$ cat config.mk
export PLATFORM = sky130hd
export DESIGN_NAME = fetch_pc_gen_flat
export DESIGN_NICKNAME = d
export VERILOG_FILES = /design/src/rtl/fetch_pc_gen_pkg.sv /design/src/rtl/fetch_pc_gen_if.sv /design/src/rtl/fetch_pc_gen_chk.sv /design/src/rtl/fetch_target_queue.sv /design/src/rtl/fetch_pc_gen.sv /design/src/flat_wrapper.sv
export SDC_FILE = /design/constraint.sdc
export NUM_CORES = 1
export LEC_CHECK = 0
export CORE_MARGIN = 3
export CORE_UTILIZATION = 45
export DETAILED_ROUTE_END_ITERATION = 7
export GPL_ROUTABILITY_DRIVEN = 1
export PLACE_DENSITY = 0.76
export SLEW_MARGIN = 20
export SYNTH_ARGS = -nofsm -noshare
export SYNTH_HDL_FRONTEND = slang
export SYNTH_SLANG_ARGS = --single-unit
$ cat constraint.sdc
create_clock -name clk -period 6.3 [get_ports clk]
set_clock_uncertainty 0.15 [all_clocks]
set_input_delay 1.89 -clock clk [delete_from_list [all_inputs] [get_ports clk]]
set_output_delay 1.89 -clock clk [all_outputs]
set_load 0.01 [all_outputs]
$ cat src/rtl/fetch_pc_gen_pkg.sv
// Shared fetch-path constants and types: address/batch widths, fetch stride, default FTQ sizing.
// BranchPredictor imports the same package so both blocks agree on stride and history width.
package fetch_pc_gen_pkg;
    localparam int ADDR_WIDTH    = 32;
    localparam int IF_BATCH_SIZE = 2;
    localparam int INST_ADD_STEP = 4;
    localparam int FETCH_STRIDE  = IF_BATCH_SIZE * INST_ADD_STEP;
    localparam int BATCH_BITS    = IF_BATCH_SIZE * 32;
    localparam int DEF_FTQ_DEPTH = 4;
    localparam int DEF_GHR_BITS  = 8;

    typedef logic [ADDR_WIDTH-1:0] addr_t;
    typedef logic [BATCH_BITS-1:0] batch_t;

    function automatic addr_t next_seq_pc(input addr_t pc);
        return pc + addr_t'(FETCH_STRIDE);
    endfunction
endpackage

$ cat src/rtl/fetch_pc_gen_if.sv
// Fetch-side bundle: backend redirect, predictor query, I-mem request/response and decode handoff.
// master = fetch_pc_gen, slave = the surrounding predictor / I-mem / decode environment.
interface fetch_pc_gen_if
    import fetch_pc_gen_pkg::*;
#(
    parameter int GHR_BITS = DEF_GHR_BITS
) ();
    logic                redirect_valid;
    addr_t               redirect_pc;
    logic                bp_fetch_valid;
    addr_t               bp_fetch_pc;
    logic                bp_pred_taken;
    addr_t               bp_pred_target;
    logic [GHR_BITS-1:0] bp_pred_hist;
    logic                imem_req_valid;
    addr_t               imem_req_addr;
    logic                imem_req_ready;
    logic                imem_resp_valid;
    batch_t              imem_resp_data;
    logic                out_valid;
    addr_t               out_pc;
    batch_t              out_insts;
    logic                out_pred_taken;
    addr_t               out_pred_target;
    logic [GHR_BITS-1:0] out_pred_hist;
    logic                out_ready;

    modport master (
        input  redirect_valid, redirect_pc,
        output bp_fetch_valid, bp_fetch_pc,
        input  bp_pred_taken, bp_pred_target, bp_pred_hist,
        output imem_req_valid, imem_req_addr,
        input  imem_req_ready, imem_resp_valid, imem_resp_data,
        output out_valid, out_pc, out_insts, out_pred_taken, out_pred_target, out_pred_hist,
        input  out_ready
    );

    modport slave (
        output redirect_valid, redirect_pc,
        input  bp_fetch_valid, bp_fetch_pc,
        output bp_pred_taken, bp_pred_target, bp_pred_hist,
        input  imem_req_valid, imem_req_addr,
        output imem_req_ready, imem_resp_valid, imem_resp_data,
        input  out_valid, out_pc, out_insts, out_pred_taken, out_pred_target, out_pred_hist,
        output out_ready
    );
endinterface

$ cat src/rtl/fetch_pc_gen_chk.sv
// Protocol and occupancy properties for fetch_pc_gen.
module fetch_pc_gen_chk #(
    parameter int DEPTH = 4,
    parameter int PTR_W = $clog2(DEPTH) + 1
) (
    input logic             clk,
    input logic             rst,
    input logic             resp_valid,
    input logic             redirect_valid,
    input logic             fire,
    input logic [PTR_W-1:0] drop,
    input logic [PTR_W-1:0] count,
    input logic [PTR_W-1:0] unfilled
);
    localparam int SUM_W = PTR_W + 1;

    a_resp_has_owner: assert property (@(posedge clk) disable iff (rst)
        resp_valid |-> (drop != {PTR_W{1'b0}} || unfilled != {PTR_W{1'b0}}));

    a_occupancy_bound: assert property (@(posedge clk) disable iff (rst)
        (SUM_W'(drop) + SUM_W'(count)) <= SUM_W'(DEPTH));

    a_no_fire_on_redirect: assert property (@(posedge clk) disable iff (rst)
        redirect_valid |-> !fire);
endmodule

$ cat src/rtl/fetch_target_queue.sv
// Fetch target queue: in-order entries {pc, prediction, insts} with write/fill/read pointers.
// Entries between rd and fill hold data; entries between fill and wr await their I-mem response.
module fetch_target_queue
    import fetch_pc_gen_pkg::*;
#(
    parameter int DEPTH    = DEF_FTQ_DEPTH,
    parameter int GHR_BITS = DEF_GHR_BITS
) (
    input  logic                   clk,
    input  logic                   rst,
    input  logic                   flush,
    input  logic                   push,
    input  addr_t                  push_pc,
    input  logic                   push_taken,
    input  addr_t                  push_target,
    input  logic [GHR_BITS-1:0]    push_hist,
    input  logic                   fill,
    input  batch_t                 fill_data,
    input  logic                   pop,
    output logic                   head_valid,
    output addr_t                  head_pc,
    output batch_t                 head_insts,
    output logic                   head_taken,
    output addr_t                  head_target,
    output logic [GHR_BITS-1:0]    head_hist,
    output logic [$clog2(DEPTH):0] count,
    output logic [$clog2(DEPTH):0] unfilled
);
    localparam int IDX_W = $clog2(DEPTH);
    localparam int PTR_W = IDX_W + 1;

    addr_t               pc_mem_r     [DEPTH];
    logic                taken_mem_r  [DEPTH];
    addr_t               target_mem_r [DEPTH];
    logic [GHR_BITS-1:0] hist_mem_r   [DEPTH];
    batch_t              data_mem_r   [DEPTH];

    logic [PTR_W-1:0] wr_ptr_r, fill_ptr_r, rd_ptr_r;
    logic [IDX_W-1:0] wr_idx_s, fill_idx_s, rd_idx_s;

    // Pointer arithmetic and head read; the extra pointer MSB separates full from empty.
    always_comb begin
        wr_idx_s    = wr_ptr_r[IDX_W-1:0];
        fill_idx_s  = fill_ptr_r[IDX_W-1:0];
        rd_idx_s    = rd_ptr_r[IDX_W-1:0];
        count       = wr_ptr_r - rd_ptr_r;
        unfilled    = wr_ptr_r - fill_ptr_r;
        head_valid  = (fill_ptr_r != rd_ptr_r);
        head_pc     = pc_mem_r[rd_idx_s];
        head_insts  = data_mem_r[rd_idx_s];
        head_taken  = taken_mem_r[rd_idx_s];
        head_target = target_mem_r[rd_idx_s];
        head_hist   = hist_mem_r[rd_idx_s];
    end

    // Entry storage; validity is tracked by the pointers, so no reset is needed here.
    always_ff @(posedge clk) begin
        if (push && !flush) begin
            pc_mem_r[wr_idx_s]     <= push_pc;
            taken_mem_r[wr_idx_s]  <= push_taken;
            target_mem_r[wr_idx_s] <= push_target;
            hist_mem_r[wr_idx_s]   <= push_hist;
        end
        if (fill && !flush) begin
            data_mem_r[fill_idx_s] <= fill_data;
        end
    end

    // Pointer state; flush discards every entry at once.
    always_ff @(posedge clk or posedge rst) begin
        if (rst) begin
            wr_ptr_r   <= {PTR_W{1'b0}};
            fill_ptr_r <= {PTR_W{1'b0}};
            rd_ptr_r   <= {PTR_W{1'b0}};
        end else if (flush) begin
            wr_ptr_r   <= {PTR_W{1'b0}};
            fill_ptr_r <= {PTR_W{1'b0}};
            rd_ptr_r   <= {PTR_W{1'b0}};
        end else begin
            if (push) wr_ptr_r   <= wr_ptr_r + PTR_W'(1'b1);
            if (fill) fill_ptr_r <= fill_ptr_r + PTR_W'(1'b1);
            if (pop)  rd_ptr_r   <= rd_ptr_r + PTR_W'(1'b1);
        end
    end
endmodule

$ cat src/rtl/fetch_pc_gen.sv
// Next-PC generator: drives predictor query and I-mem requests from pc_q, queues work in the FTQ,
// and drops responses that belong to requests issued before the latest redirect.
module fetch_pc_gen
    import fetch_pc_gen_pkg::*;
#(
    parameter int    FTQ_DEPTH = DEF_FTQ_DEPTH,
    parameter addr_t RESET_PC  = 32'h0000_0000,
    parameter int    GHR_BITS  = DEF_GHR_BITS
) (
    input logic            clk,
    input logic            rst,
    fetch_pc_gen_if.master bus
);
    localparam int PTR_W = $clog2(FTQ_DEPTH) + 1;
    localparam int SUM_W = PTR_W + 1;

    addr_t               pc_r;
    logic [PTR_W-1:0]    drop_r;
    logic [PTR_W-1:0]    count_s, unfilled_s;
    logic [SUM_W-1:0]    occupancy_s;
    logic                issue_ok_s, fire_s, fill_s, pop_s;
    logic                head_valid_s, head_taken_s;
    addr_t               head_pc_s, head_target_s;
    batch_t              head_insts_s;
    logic [GHR_BITS-1:0] head_hist_s;

    // Issue gating counts responses still owed to flushed requests as occupied slots.
    always_comb begin
        occupancy_s = SUM_W'(count_s) + SUM_W'(drop_r);
        issue_ok_s  = !rst && !bus.redirect_valid && (occupancy_s < SUM_W'(FTQ_DEPTH));
        fire_s      = issue_ok_s && bus.imem_req_ready;
        fill_s      = bus.imem_resp_valid && !bus.redirect_valid && (drop_r == {PTR_W{1'b0}});
        pop_s       = head_valid_s && bus.out_ready && !bus.redirect_valid;
    end

    assign bus.bp_fetch_valid  = issue_ok_s;
    assign bus.bp_fetch_pc     = pc_r;
    assign bus.imem_req_valid  = issue_ok_s;
    assign bus.imem_req_addr   = pc_r;
    assign bus.out_valid       = head_valid_s;
    assign bus.out_pc          = head_pc_s;
    assign bus.out_insts       = head_insts_s;
    assign bus.out_pred_taken  = head_taken_s;
    assign bus.out_pred_target = head_target_s;
    assign bus.out_pred_hist   = head_hist_s;

    // Fetch PC: redirect wins, otherwise advance on fire along the predicted path.
    always_ff @(posedge clk or posedge rst) begin
        if (rst) begin
            pc_r <= RESET_PC;
        end else if (bus.redirect_valid) begin
            pc_r <= bus.redirect_pc;
        end else if (fire_s) begin
            pc_r <= bus.bp_pred_taken ? bus.bp_pred_target : next_seq_pc(pc_r);
        end
    end

    // Stale-response counter: a redirect adds every unfilled request; a response in that cycle is one of them.
    always_ff @(posedge clk or posedge rst) begin
        if (rst) begin
            drop_r <= {PTR_W{1'b0}};
        end else if (bus.redirect_valid) begin
            drop_r <= drop_r + unfilled_s - PTR_W'(bus.imem_resp_valid);
        end else if (bus.imem_resp_valid && (drop_r != {PTR_W{1'b0}})) begin
            drop_r <= drop_r - PTR_W'(1'b1);
        end
    end

    fetch_target_queue #(
        .DEPTH    (FTQ_DEPTH),
        .GHR_BITS (GHR_BITS)
    ) u_ftq (
        .clk         (clk),
        .rst         (rst),
        .flush       (bus.redirect_valid),
        .push        (fire_s),
        .push_pc     (pc_r),
        .push_taken  (bus.bp_pred_taken),
        .push_target (bus.bp_pred_target),
        .push_hist   (bus.bp_pred_hist),
        .fill        (fill_s),
        .fill_data   (bus.imem_resp_data),
        .pop         (pop_s),
        .head_valid  (head_valid_s),
        .head_pc     (head_pc_s),
        .head_insts  (head_insts_s),
        .head_taken  (head_taken_s),
        .head_target (head_target_s),
        .head_hist   (head_hist_s),
        .count       (count_s),
        .unfilled    (unfilled_s)
    );

    fetch_pc_gen_chk #(
        .DEPTH (FTQ_DEPTH)
    ) u_chk (
        .clk            (clk),
        .rst            (rst),
        .resp_valid     (bus.imem_resp_valid),
        .redirect_valid (bus.redirect_valid),
        .fire           (fire_s),
        .drop           (drop_r),
        .count          (count_s),
        .unfilled       (unfilled_s)
    );
endmodule
$ cat src/flat_wrapper.sv
// flat-port wrapper written by rule: the top's interface ports become plain ports
module fetch_pc_gen_flat import fetch_pc_gen_pkg::*;
#(
    parameter int    FTQ_DEPTH = DEF_FTQ_DEPTH,
    parameter addr_t RESET_PC  = 32'h0000_0000,
    parameter int    GHR_BITS  = DEF_GHR_BITS
)
  (clk, rst, bus_redirect_valid, bus_redirect_pc, bus_bp_fetch_valid, bus_bp_fetch_pc, bus_bp_pred_taken, bus_bp_pred_target, bus_bp_pred_hist, bus_imem_req_valid, bus_imem_req_addr, bus_imem_req_ready, bus_imem_resp_valid, bus_imem_resp_data, bus_out_valid, bus_out_pc, bus_out_insts, bus_out_pred_taken, bus_out_pred_target, bus_out_pred_hist, bus_out_ready);
  fetch_pc_gen_if #(.GHR_BITS(GHR_BITS)) bus_i ();
  input logic clk;
  input logic rst;
  input wire logic [$bits(bus_i.redirect_valid)-1:0] bus_redirect_valid;
  input wire logic [$bits(bus_i.redirect_pc)-1:0] bus_redirect_pc;
  output wire logic [$bits(bus_i.bp_fetch_valid)-1:0] bus_bp_fetch_valid;
  output wire logic [$bits(bus_i.bp_fetch_pc)-1:0] bus_bp_fetch_pc;
  input wire logic [$bits(bus_i.bp_pred_taken)-1:0] bus_bp_pred_taken;
  input wire logic [$bits(bus_i.bp_pred_target)-1:0] bus_bp_pred_target;
  input wire logic [$bits(bus_i.bp_pred_hist)-1:0] bus_bp_pred_hist;
  output wire logic [$bits(bus_i.imem_req_valid)-1:0] bus_imem_req_valid;
  output wire logic [$bits(bus_i.imem_req_addr)-1:0] bus_imem_req_addr;
  input wire logic [$bits(bus_i.imem_req_ready)-1:0] bus_imem_req_ready;
  input wire logic [$bits(bus_i.imem_resp_valid)-1:0] bus_imem_resp_valid;
  input wire logic [$bits(bus_i.imem_resp_data)-1:0] bus_imem_resp_data;
  output wire logic [$bits(bus_i.out_valid)-1:0] bus_out_valid;
  output wire logic [$bits(bus_i.out_pc)-1:0] bus_out_pc;
  output wire logic [$bits(bus_i.out_insts)-1:0] bus_out_insts;
  output wire logic [$bits(bus_i.out_pred_taken)-1:0] bus_out_pred_taken;
  output wire logic [$bits(bus_i.out_pred_target)-1:0] bus_out_pred_target;
  output wire logic [$bits(bus_i.out_pred_hist)-1:0] bus_out_pred_hist;
  input wire logic [$bits(bus_i.out_ready)-1:0] bus_out_ready;
  assign bus_i.redirect_valid = bus_redirect_valid;
  assign bus_i.redirect_pc = bus_redirect_pc;
  assign bus_bp_fetch_valid = bus_i.bp_fetch_valid;
  assign bus_bp_fetch_pc = bus_i.bp_fetch_pc;
  assign bus_i.bp_pred_taken = bus_bp_pred_taken;
  assign bus_i.bp_pred_target = bus_bp_pred_target;
  assign bus_i.bp_pred_hist = bus_bp_pred_hist;
  assign bus_imem_req_valid = bus_i.imem_req_valid;
  assign bus_imem_req_addr = bus_i.imem_req_addr;
  assign bus_i.imem_req_ready = bus_imem_req_ready;
  assign bus_i.imem_resp_valid = bus_imem_resp_valid;
  assign bus_i.imem_resp_data = bus_imem_resp_data;
  assign bus_out_valid = bus_i.out_valid;
  assign bus_out_pc = bus_i.out_pc;
  assign bus_out_insts = bus_i.out_insts;
  assign bus_out_pred_taken = bus_i.out_pred_taken;
  assign bus_out_pred_target = bus_i.out_pred_target;
  assign bus_out_pred_hist = bus_i.out_pred_hist;
  assign bus_i.out_ready = bus_out_ready;
  fetch_pc_gen #(.FTQ_DEPTH(FTQ_DEPTH), .RESET_PC(RESET_PC), .GHR_BITS(GHR_BITS)) u_core (.clk(clk), .rst(rst), .bus(bus_i));
endmodule
# Word level (Yosys, flattened, before mapping)
# Memories as Yosys holds them, arrays and structs flattened.
# Cells that the tools add are included.
# totals
regBits	44
mem_bits_rw	548
input_bits	143
out_inout_bits	204
elab_cells	55
mem_count	5
# memory_table
memory	words	width	read_ports	rd_ports_with_merged_regs	wr	line	rtl
u_core.u_ftq.data_mem_r	4	64	1	0	1	fetch_target_queue.sv:36	batch_t data_mem_r [DEPTH];
u_core.u_ftq.pc_mem_r	4	32	1	0	1	fetch_target_queue.sv:32	addr_t pc_mem_r [DEPTH];
u_core.u_ftq.target_mem_r	4	32	1	0	1	fetch_target_queue.sv:34	addr_t target_mem_r [DEPTH];
u_core.u_ftq.hist_mem_r	4	8	1	0	1	fetch_target_queue.sv:35	logic [GHR_BITS-1:0] hist_mem_r [DEPTH];
u_core.u_ftq.taken_mem_r	4	1	1	0	1	fetch_target_queue.sv:33	logic taken_mem_r [DEPTH];
# classes
n_addsub	10
magnitude_cmp	1
eq_ne	1
mux	15
n_reduce_logical	18
# op_table
op	count
two-way mux 32 bit	3
adder 32 x 4 -> 32 bit, second input constant	1
two-way mux 3 bit	8
logical AND 1 bit	10
adder 3 x 1 -> 3 bit, second input constant	3
nonzero test 2 bit	4
subtractor 3 bit	2
adder 3 x 3 -> 4 bit	1
< comparator 4 x 3 -> 1 bit, second input constant	1
two-way mux 1 bit	4
adder 3 bit	1
zero test 3 bit	1
inequality test 3 bit	1
nonzero test 3 bit	1
subtractor 3 x 1 -> 3 bit	1
subtractor 3 x 1 -> 3 bit, second input constant	1
zero test 1 bit	2

# Depth between registers and ports, before layout
# Gate-level depths: netlist (run 1).
# depth
ltp_word	8
mapped_depth	14
ltp_nobuf	11

# By module
# From an unflattened synthesis (run 1), not the netlist that was laid out.
# hier_totals
cells_unflattened	1129
area_unflattened_um2	23391.2
# by_module_without_submodules
module	instances	cells_per_inst	area_each_um2	seq_area_each_um2
fetch_target_queue	1	787	20502.2	16681.0
fetch_pc_gen	1	342	2889.0	875.8

# Worst setup path after synthesis (run 1)
# No wires, ideal clock.
# synth_timing
kind	register to register
start	register u_core.u_ftq.rd_ptr_r[1]
end	memory u_core.u_ftq.hist_mem_r[2][0] in the netlist's numbering (enable)
t_arrival_ps	5031
slack_ps	680
path_stages_with_launch	13
synth_period_minus_slack_ps	5620
cell_sequence	dfrtp_1 -> clkbuf_1 -> clkbuf_1 -> buf_1 -> inv_1 -> fa_1 -> xnor2_1 -> ha_1 -> or4_4 -> nor4b_4 -> buf_4 -> buf_6 -> and2_1
# synth_via
elab_chain_cells	8
# synth_rtl
item	line	rtl
from (decl)	fetch_target_queue.sv:38	logic [PTR_W-1:0] wr_ptr_r, fill_ptr_r, rd_ptr_r;
from (signal assigned)	fetch_target_queue.sv:74	rd_ptr_r <= {PTR_W{1'b0}};
from (signal assigned)	fetch_target_queue.sv:78	rd_ptr_r <= {PTR_W{1'b0}};
from (signal assigned)	fetch_target_queue.sv:82	if (pop) rd_ptr_r <= rd_ptr_r + PTR_W'(1'b1);
subtractor 3 bit	fetch_target_queue.sv:46	count = wr_ptr_r - rd_ptr_r;
adder 3 x 3 -> 4 bit	fetch_pc_gen.sv:29	occupancy_s = SUM_W'(count_s) + SUM_W'(drop_r);
< comparator 4 x 3 -> 1 bit	fetch_pc_gen.sv:30	issue_ok_s = !rst && !bus.redirect_valid && (occupancy_s < SUM_W'(FTQ_DEPTH));
logical AND 1 bit	fetch_pc_gen.sv:30	
logical AND 1 bit	fetch_pc_gen.sv:31	fire_s = issue_ok_s && bus.imem_req_ready;
logical AND 1 bit	fetch_target_queue.sv:58	if (push && !flush) begin
two-way mux 1 bit	fetch_target_queue.sv:58	
two-way mux 1 bit (not written as such)	fetch_target_queue.sv:62	hist_mem_r[wr_idx_s] <= push_hist;
to (decl)	fetch_target_queue.sv:35	
# No other way between the ends.

# Final worst setup path (run 1)
# layout_timing
start	input port rst
end	output port bus_bp_fetch_valid
# layout_via
elab_chain_cells	3
# layout_rtl
item	line	rtl
from (decl)	flat_wrapper.sv:11	input logic rst;
zero test 1 bit	fetch_pc_gen.sv:30	
logical AND 1 bit (2 in series)	fetch_pc_gen.sv:30	
to (decl)	flat_wrapper.sv:14	output wire logic [$bits(bus_i.bp_fetch_valid)-1:0] bus_bp_fetch_valid;
# No other way between the ends.

==> results.yml, run 1 <==
yosys:
  synth_area_per_cell_um2: 20.6
  synth_nets: 1291
  seq_area_frac_synth: 0.758
  synth_ff_type: "edfxtp_1"
  synth_cell_types: 58
  yosysMostFrequentCell: "edfxtp_1"
  yosysTopAreaCellShare: 0.710
  synth-seq-cells: 592
  synth-edff-count: 548
  mappedNetlistArea_um2: 23200
  netlist_instances: 1127
  yosysWarnings: 0
  synth_common_cells: "548 x edfxtp_1, 137 x mux4_2, 44 x dfrtp_1"
  synth_top_area_cell: "edfxtp_1"
  async_flop_share: 0.0743
  synthTopCellsByArea: "edfxtp_1 71%, mux4_2 13%, dfrtp_1 4.8%"
timing:
  fmax_mhz: 171
  fin_setup_tns_ps: 0
  relSlewSlack: 0.307
  rsz0062_at_grt: "false"
  period_share: 0.931
  fin_ws_ps: 435
  worst_slew_pin_slew_ps: 1040
  setup_viol: 0
  drv_slew: 0
  hold_viol_final: 0
  period_minus_slack_ps: 5860
floorplan:
  rows: 82
  initial_core_util: 0.459
  die_x_um: 233
  die_y_um: 233
  die-area_um2: 54200
  pin_count: 347
  core_um2: 50500
global_routing:
  grt_overflow: 0
  antenna_found_initial: 5
  grt_max_degree: 141
  grt_pass1_wl_um: 78300
  grt_pass1_vias: 12500
  grt_usage: 0.192
setup_path:
  arrival_ps: 3820
  crit_start: "rst"
  critPathTopFamily: "buffers and inverters"
  cp_cell_sequence: "clkdlybuf4s50_1, or4_4, nor3_1, clkdlybuf4s50_1"
  path_max_fanout: 2
  crit_path_max_incr_delay_ps: 600
  endpoint_kind: "output port"
  path_class: "in2out"
  crit_cells: 4
  r2r_cells: 11
  critPathCapture: "bus_bp_fetch_valid"
  rrSetupSlack_ps: 2100
  path_buf_inv: 2
  startpoint_type: "input port"
  r2r_start: "u_core.u_ftq.wr_ptr_r[0]"
  reg2reg_to: "u_core.u_ftq.hist_mem_r[0][1]"
  slowest_stage: "clkdlybuf4s50_1"
  cpMostUsedCell: "clkdlybuf4s50_1"
  cp.required_ps: 4260
placed_design:
  dp_slack_ps: 391
  dpl.cell_count: 2073
  port_buffers: 346
  gp_congestion: 0.790
  hpwl_um: 32700
routing:
  wl_per_cell_um: 24.0
  routed_wl_um: 52300
  vias: 12200
  viasPerCell: 5.60
  post-route-drc-count: 0
  drtIter0Drc: 1132
  dr.pass1.iters: 6
  drt.antenna.violating_nets: 0
final_layout:
  final_cells: 2181
  drive_gt1_frac: 0.175
  fin_nets: 1625
  syn_to_final_growth_pct: 26.1
clocking:
  holdBufCountCts: 0
  cts-htree-levels: 2
  clock_latency_ps: 590
  post_cts_buffers: 0
  root_buffer: "clkbuf_16"
  cts_tree: "built"
  cts_made_buffers: 58
  cts_resized: 0
  cts_sinks: 592
  cts_buffer_depth: 3
  path_clk_slew_ps: 60
run:
  drv_cap: 0
worst_hold_path:
  hold_start: "u_core.bus.bp_fetch_pc[2]"
  hold_class: "reg2reg"
run_status:
  outcome: "finished clean"
pwr:
  p_leak_nw: 9.41
  power-per-cell-area_nw_per_um2: 350
  p_total_mw: 10.2
  peakVddDrop_mv: 0.242
[worst min-delay path by stage]
| stage | to | depth (start not counted) |
|---|---|---|
| 2_1_floorplan | u_core.u_ftq.rd_ptr_r[2] | 2 |
| 3_3_place_gp | u_core.u_ftq.pc_mem_r[0][2] | 0 |
| 3_5_place_dp | u_core.u_ftq.pc_mem_r[2][2] | 0 |
| 4_1_cts | u_core.u_ftq.rd_ptr_r[2] | 2 |
| 5_1_grt | u_core.u_ftq.pc_mem_r[2][2] | 0 |
| 6_report | u_core.u_ftq.pc_mem_r[2][2] | 0 |
[logic make-up (layout without fill, tap and decap cells)]
family | Yosys count | count (layout) | share of synthesized area
and+or+nand+nor | 121 | 121 | 0.0275
AOI/OAI and AO/OA | 124 | 124 | 0.0347
adders and majority gates | 21 | 21 | 0.0130
xor gates and xnor gates | 17 | 17 | 0.00643
DFF | 592 | 592 | 0.758
buffers and inverters | 109 | 489 | 0.0247
muxes | 143 | 143 | 0.136
other | 0 | 2 | 0
[cells in the final DEF (no fill, tap or decap), drive strengths merged, types with 3 or more instances in the layout]
master and instances:
a21oi 17, nor2 33, xor2 5, nand2 32
o21ai 48, and4 3, a22o 9, clkbuf 75
buf 18, nand2b 3, mux2i 6, ha 16
mux4 137, a31oi 11, clkdlybuf4s50 345, nor4 4
edfxtp 548, a41oi 3, dfrtp 44, o31ai 3
nand3 13, and2 9, xnor2 12, clkinv 15
a2bb2oi 3, bufinv 10, a222oi 7, nand4 9
fa 5, a22oi 5, nor3 4, inv 22
a21o 3, clkinvlp 4
[state kept, by name, summed over array words and instances, names as in the netlist]
signal and flops:
u_core.bus.bp_fetch_pc 32, u_core.drop_r 3, u_core.u_ftq.data_mem_r 256, u_core.u_ftq.fill_ptr_r 3
u_core.u_ftq.hist_mem_r 32, u_core.u_ftq.pc_mem_r 128, u_core.u_ftq.rd_ptr_r 3, u_core.u_ftq.taken_mem_r 4
u_core.u_ftq.target_mem_r 128, u_core.u_ftq.wr_ptr_r 3
[through the flow]
step / utilization / area, µm² / hold WS [ps]
global route: 0.579 / 29200 / 493
global placement: 0.539 / 27200 / 421
CTS: 0.579 / 29200 / 469
detailed placement: 0.539 / 27200 / 450
floorplan: - / 23200 / 411
finish: 0.579 / 29200 / 450
[layer usage]
layer  track usage  vias up  part of all wire
li1              -     5270                 -
met1         0.264     6280              0.40
met2         0.301      554              0.48
met3        0.0571      101             0.095
met4        0.0556       10             0.025
met5             0        -            0.0013
[where the power goes]
group          internal, mW  switching [mW]  total [mW]
Sequential             4.49           0.171        4.66
Clock                  2.18            1.43        3.60
Combinational          1.08           0.879        1.96
Total                  7.75            2.48        10.2
[final cells by class]
class	count	area, µm²
inverter	20	76.3
fill	3725	21300
sequential	592	17600
antenna	2	5.00
multi-input combinational	426	5060
timing repair buffer	363	3660
clock inverter	31	432
tap	672	841
clock buffer	75	1580
Note: power is estimated with default switching activity, not from simulation.
==> inputs of run 2 (changes only) <==
DONT_BUFFER_PORTS = 1   (was unset)
PLACE_DENSITY = 0.68   (was 0.76)
==> results.yml, run 2 (synthesis results as in run 1) <==
pwr:
  seqPwrFrac: 0.495
  comb_power_share: 0.127
  power-per-cell-area_nw_per_um2: 369
  peakVddDrop_mv: 0.246
  internal-power_mw: 7.14
  p_total_mw: 9.50
  p_switching_mw: 2.37
  p_leak_nw: 8.07
  power_switching_share: 0.249
  power_frac_clock: 0.377
floorplan:
  initial_core_util: 0.459
  die_y_um: 233
  core_um2: 50500
  die_x_um: 233
  die-area_um2: 54200
  rows: 82
  pin_count: 347
final_layout:
  syn_to_final_growth_pct: 11.1
  postLayoutCoreUtil: 0.510
  final_common_cell: "edfxtp_1"
  final_cell_mix: "548 x edfxtp_1, 137 x mux4_2, 60 x clkbuf_16"
  top_regs: "u_core.u_ftq.data_mem_r x256, u_core.u_ftq.pc_mem_r x128, u_core.u_ftq.target_mem_r x128"
  top_register: "u_core.u_ftq.data_mem_r"
  n_fill_cell: 3986
  fin_nets: 1281
  largest_reg_flops: 256
  drive_gt1_frac: 0.229
timing:
  setup_viol: 0
  hold_viol_final: 0
  rsz0062_at_grt: "false"
  period_minus_slack_ps: 5460
  period_share: 0.866
  fin_setup_tns_ps: 0
  worst_slew_pin_slew_ps: 1110
  relSlewSlack: 0.258
  drv_slew: 0
  fin_ws_ps: 843
  fmax_mhz: 183
setup_path:
  endpoint_kind: "output port"
  path_max_fanout: 5
  critPathTopFamily: "simple AND/OR/NAND/NOR gates"
  crit_path_max_incr_delay_ps: 620
  path_buf_inv: 2
  arrival_ps: 3420
  cp_cell_sequence: "inv_1, ha_1, inv_1, fa_1, xnor2_1, ha_1, or4_4, nor3_1"
  slowest_stage: "nor3_1"
  path_class: "reg2out"
  crit_start: "u_core.u_ftq.wr_ptr_r[0]"
  startpoint_type: "flop"
  r2r_start: "u_core.u_ftq.wr_ptr_r[0]"
  cp.required_ps: 4260
global_routing:
  antenna_found_initial: 0
  grt_pass1_vias: 11300
  grt_pass1_wl_um: 76100
  grt_max_degree: 141
  grt_overflow: 0
  grt_usage: 0.189
clocking:
  path_clk_slew_ps: 60
  cts_sinks: 592
  cts_buffer_depth: 3
  cts_resized: 0
  post_cts_buffers: 0
  cts_tree: "built"
  cts-htree-levels: 2
  holdBufCountCts: 0
  cts_made_buffers: 60
  root_buffer: "clkbuf_16"
  clock_latency_ps: 610
routing:
  drt.antenna.violating_nets: 0
  viasPerCell: 5.89
  drtIter0Drc: 768
  dr.pass1.iters: 6
  routed_wl_um: 51300
  post-route-drc-count: 0
  wl_per_cell_um: 27.9
  vias: 10800
worst_hold_path:
  hold_start: "u_core.u_ftq.wr_ptr_r[2]"
  hold_class: "reg2reg"
placed_design:
  gp_congestion: 0.787
  port_buffers: 0
  hpwl_um: 31800
  dp_slack_ps: 1210
run_status:
  outcome: "finished clean"
run:
  drv_cap: 0
==> run 2: cell types whose count changed in the layout (fill, tap and decap cells not counted), moves of 2 or more <==
cell and change:
clkinv_4 -2, bufinv_16 -2, clkdlybuf4s50_1 -345, clkinv_1 +5, and2_4 -3, and2_2 +3, inv_6 -2, clkinv_2 +5
==> run 2: tightest hold or removal path: cells and delay by family, from the launching register on <==
family	cells	cell delay [ps]
xor+xnor	1	90
simple gates	1	70
flops	1	410
==> run 2: cell type report <==
class                      count  area, µm²  share of cell area
clock buffer                  75       1590              0.0617
antenna                        1       2.50           0.0000972
inverter                      20       75.1             0.00292
timing repair buffer          17        190             0.00739
sequential                   592      17600               0.682
tap                          672        841              0.0327
clock inverter                38        422              0.0164
multi-input combinational    426       5060               0.197
==> run 2: metrics by stage <==
stage	cells	instance area, µm²	hold slack (ps)
CTS	1840	25700	455
floorplan	1127	23200	411
detailed placement	1727	23700	447
global placement	1727	23700	436
global route	1840	25700	486
finish	1841	25700	453
==> run 2: routing by layer <==
metal	vias to the layer above	part of all wire	track usage	routed length, µm
met5	-	0	0	0
met3	78	0.12	0.0851	6090
li1	4587	-	-	-
met4	0	0.023	0.0523	1160
met1	5719	0.38	0.239	19400
met2	451	0.48	0.298	24700
==> run 2: worst paths after layout <==
path,slack [ps],to,depth (start not counted)
worst max-delay path,840,bus_bp_fetch_valid,8
worst min-delay path,450,u_core.u_ftq.wr_ptr_r[2],2
min in group asynchronous,1170,u_core.u_ftq.rd_ptr_r[1],2
max in group asynchronous,4350,u_core.u_ftq.rd_ptr_r[0],2
worst max register to register,1980,u_core.u_ftq.pc_mem_r[0][21],11
worst min register to register,450,u_core.u_ftq.wr_ptr_r[2],2
==> run 2: power by group through the flow <==
stage	combinational (mW)	clock [mW]	sequential [mW]
2_1_floorplan	1.07	0	4.69
3_3_place_gp	1.23	0	4.78
3_5_place_dp	1.25	0	4.79
4_1_cts	1.25	3.67	4.71
5_1_grt	1.33	3.81	4.73
6_report	1.21	3.58	4.71
==> RTL edit: new RTL, flow settings as in run 2 <==
The package constant `DEF_GHR_BITS` goes from 8 to 12.
--- a/src/rtl/fetch_pc_gen_pkg.sv
+++ b/src/rtl/fetch_pc_gen_pkg.sv
@@ -7,7 +7,7 @@
     localparam int FETCH_STRIDE  = IF_BATCH_SIZE * INST_ADD_STEP;
     localparam int BATCH_BITS    = IF_BATCH_SIZE * 32;
     localparam int DEF_FTQ_DEPTH = 4;
-    localparam int DEF_GHR_BITS  = 8;
+    localparam int DEF_GHR_BITS  = 12;
 
     typedef logic [ADDR_WIDTH-1:0] addr_t;
     typedef logic [BATCH_BITS-1:0] batch_t;
Interface: changed (resized bus_bp_pred_hist and bus_out_pred_hist); port bits go from 347 to 355. The function was not compared with the original's and may differ.
==> RTL edit against run 2 <==
- synthesized area grew 2.5%
- sequential share of layout area grew 0.34 points
- total power grew 5.5%
- worst hold slack lost 0.0046 ns
- final area grew 2.2%
- die area grew 2.5%
- critical path depth shrank 5
- register-to-register slack lost 0.20 ns
- wire length grew 1.2%
- setup slack gained 0.044 ns
- maximum frequency grew 0.82%
- synthesized cell count grew 1.8%
- sequential cell count grew 16
- highest routed layer is now met5
==> RTL edit: results (changes against run 2) <==
.. list-table::
   :header-rows: 1

   * - Metric
     - Value
   * - Outcome
     - finished, final reports clean (unchanged)
   * - Post-Synth XOR/XNOR Area
     - 0.00627 (was 0.00643)
   * - Detail-routed net length per standard cell
     - 27.8 µm (was 27.9 µm)
   * - Top area cells in the synthesized netlist
     - sky130_fd_sc_hd__edfxtp_1 71%, sky130_fd_sc_hd__mux4_2 13%, sky130_fd_sc_hd__dfrtp_1 4.6%, sky130_fd_sc_hd__buf_4 1.0%, sky130_fd_sc_hd__o21ai_0 1.0% (was sky130_fd_sc_hd__edfxtp_1 71%, sky130_fd_sc_hd__mux4_2 13%, sky130_fd_sc_hd__dfrtp_1 4.8%, sky130_fd_sc_hd__buf_4 1.1%, sky130_fd_sc_hd__ha_1 0.86%)
   * - Met2 track demand over resource
     - 0.294 (was 0.298)
   * - Number of antenna violations at the first check in global routing
     - 2 (was 0)
   * - Met3 capacity usage during global routing
     - 0.0785 (was 0.0851)
   * - Complex-gate fraction of the synthesized area
     - 0.0325 (was 0.0347)
   * - Static leakage
     - 8.28 nW (was 8.07 nW)
   * - Worst rel slew slack
     - 0.291 (was 0.258)
   * - Violation count after the first detailed-route iteration
     - 921 (was 768)
   * - Antenna diode count
     - 0 (was 1)
   * - Largest net degree at the start of global routing
     - 100 (was 141)
   * - Number of distinct standard cells referenced by the synthesized netlist
     - 60 (was 58)
   * - DP HPWL
     - 32.5 mm (was 31.8 mm)
   * - Asr flop ratio synth
     - 0.0724 (was 0.0743)
   * - Wire length of the first global-routing pass
     - 77.8 mm (was 76.1 mm)
   * - Place WS
     - 1.46 ns (was 1.21 ns)
   * - Endpoint of the worst setup timing path
     - bus_out_pred_target[0] (was bus_bp_fetch_valid)
   * - Minimum setup slack in the final design
     - 0.887 ns (was 0.843 ns)
   * - Multiplexer area fraction after synthesis
     - 0.136 (about the same)
   * - Synth Net Count
     - 1,315 (was 1,291)
   * - Worst supply voltage drop on vdd
     - 0.279 mV (was 0.246 mV)
   * - Ranking of synthesized cells by instance count
     - 564 x sky130_fd_sc_hd__edfxtp_1, 141 x sky130_fd_sc_hd__mux4_2, 49 x sky130_fd_sc_hd__o21ai_0 (was 548 x sky130_fd_sc_hd__edfxtp_1, 137 x sky130_fd_sc_hd__mux4_2, 44 x sky130_fd_sc_hd__dfrtp_1)
   * - RePlAce Congestion
     - 0.788 (was 0.787)
   * - Detailed-route vias per instance
     - 5.88 (was 5.89)
   * - Area post-placement
     - 0.0243 mm² (was 0.0237 mm²)
   * - Global Route Usage Sum
     - 0.187 (was 0.189)
   * - Launch point of the critical path
     - u_core.u_ftq.rd_ptr_r[0] (was u_core.u_ftq.wr_ptr_r[0])
   * - Worst Reg2Reg Path Length in Cells
     - 9 (was 11)
   * - Worst-path fanout max
     - 99 (was 5)
   * - Met1 Track Usage GR
     - 0.244 (was 0.239)
   * - Layout cell share with drive strength beyond 1
     - 0.232 (was 0.229)
==> RTL edit: final cells by class <==
type,count,area [µm²]
fillers,4002,25400
flip-flops and latches,608,18000
multi-input cells,431,5150
clock buffers,76,1640
well taps,680,851
clock inverters,33,362
repair buffers,18,185
inverters,20,75.1
==> RTL edit: worst max-delay path, cell delays in order, from the launching register on <==
cell	delay (ns)
sky130_fd_sc_hd__dfrtp_4	0.43
sky130_fd_sc_hd__buf_12	0.57
sky130_fd_sc_hd__buf_4	0.83
sky130_fd_sc_hd__mux4_2	0.68
==> RTL edit: report_power, final <==
part	internal [W]	switching, W	leakage, nW
clock network	0.00209	0.00149	0.990
logic	0.000671	0.000875	1.66
registers	0.00465	0.000245	5.64
==> RTL edit: cell families (layout without fill, tap and decap cells) <==
group	count (synthesis)	after routing
AO/OA/AOI/OAI	121	121
XOR/XNOR	17	17
adder cells (fa/ha/maj)	21	21
buffers and inverters	108	147
flip-flops	608	608
multiplexers	147	147
AND/OR/NAND/NOR	125	125
==> RTL edit: worst min-delay path by stage <==
stage                                 endpoint                  startpoint  slack, ns  cells after the start
floorplan             u_core.u_ftq.rd_ptr_r[2]    u_core.u_ftq.rd_ptr_r[2]       0.41                      2
global placement    u_core.u_ftq.fill_ptr_r[1]  u_core.u_ftq.fill_ptr_r[1]       0.44                      2
detailed placement  u_core.u_ftq.fill_ptr_r[1]  u_core.u_ftq.fill_ptr_r[1]       0.44                      2
CTS                 u_core.u_ftq.fill_ptr_r[1]  u_core.u_ftq.fill_ptr_r[1]       0.45                      2
global route        u_core.u_ftq.fill_ptr_r[1]  u_core.u_ftq.fill_ptr_r[1]       0.50                      2
finish              u_core.u_ftq.fill_ptr_r[1]  u_core.u_ftq.fill_ptr_r[1]       0.45                      2
==> RTL edit: layer usage <==
metal  vias up  wire (µm)
li1       4660          -
met1      5801      20500
met2       434      24900
met3        79       5360
met4         4       1060
met5         -        105
==> RTL edit: per-stage QoR <==
stage / power [W] / hold WS (ns) / std cells
finish: 0.0100 / 0.448 / 1866
global route: 0.0104 / 0.504 / 1866
CTS: 0.0102 / 0.452 / 1866
detailed placement: 0.00658 / 0.444 / 1757
global placement: 0.00654 / 0.444 / 1757
floorplan: 0.00621 / 0.411 / 1147
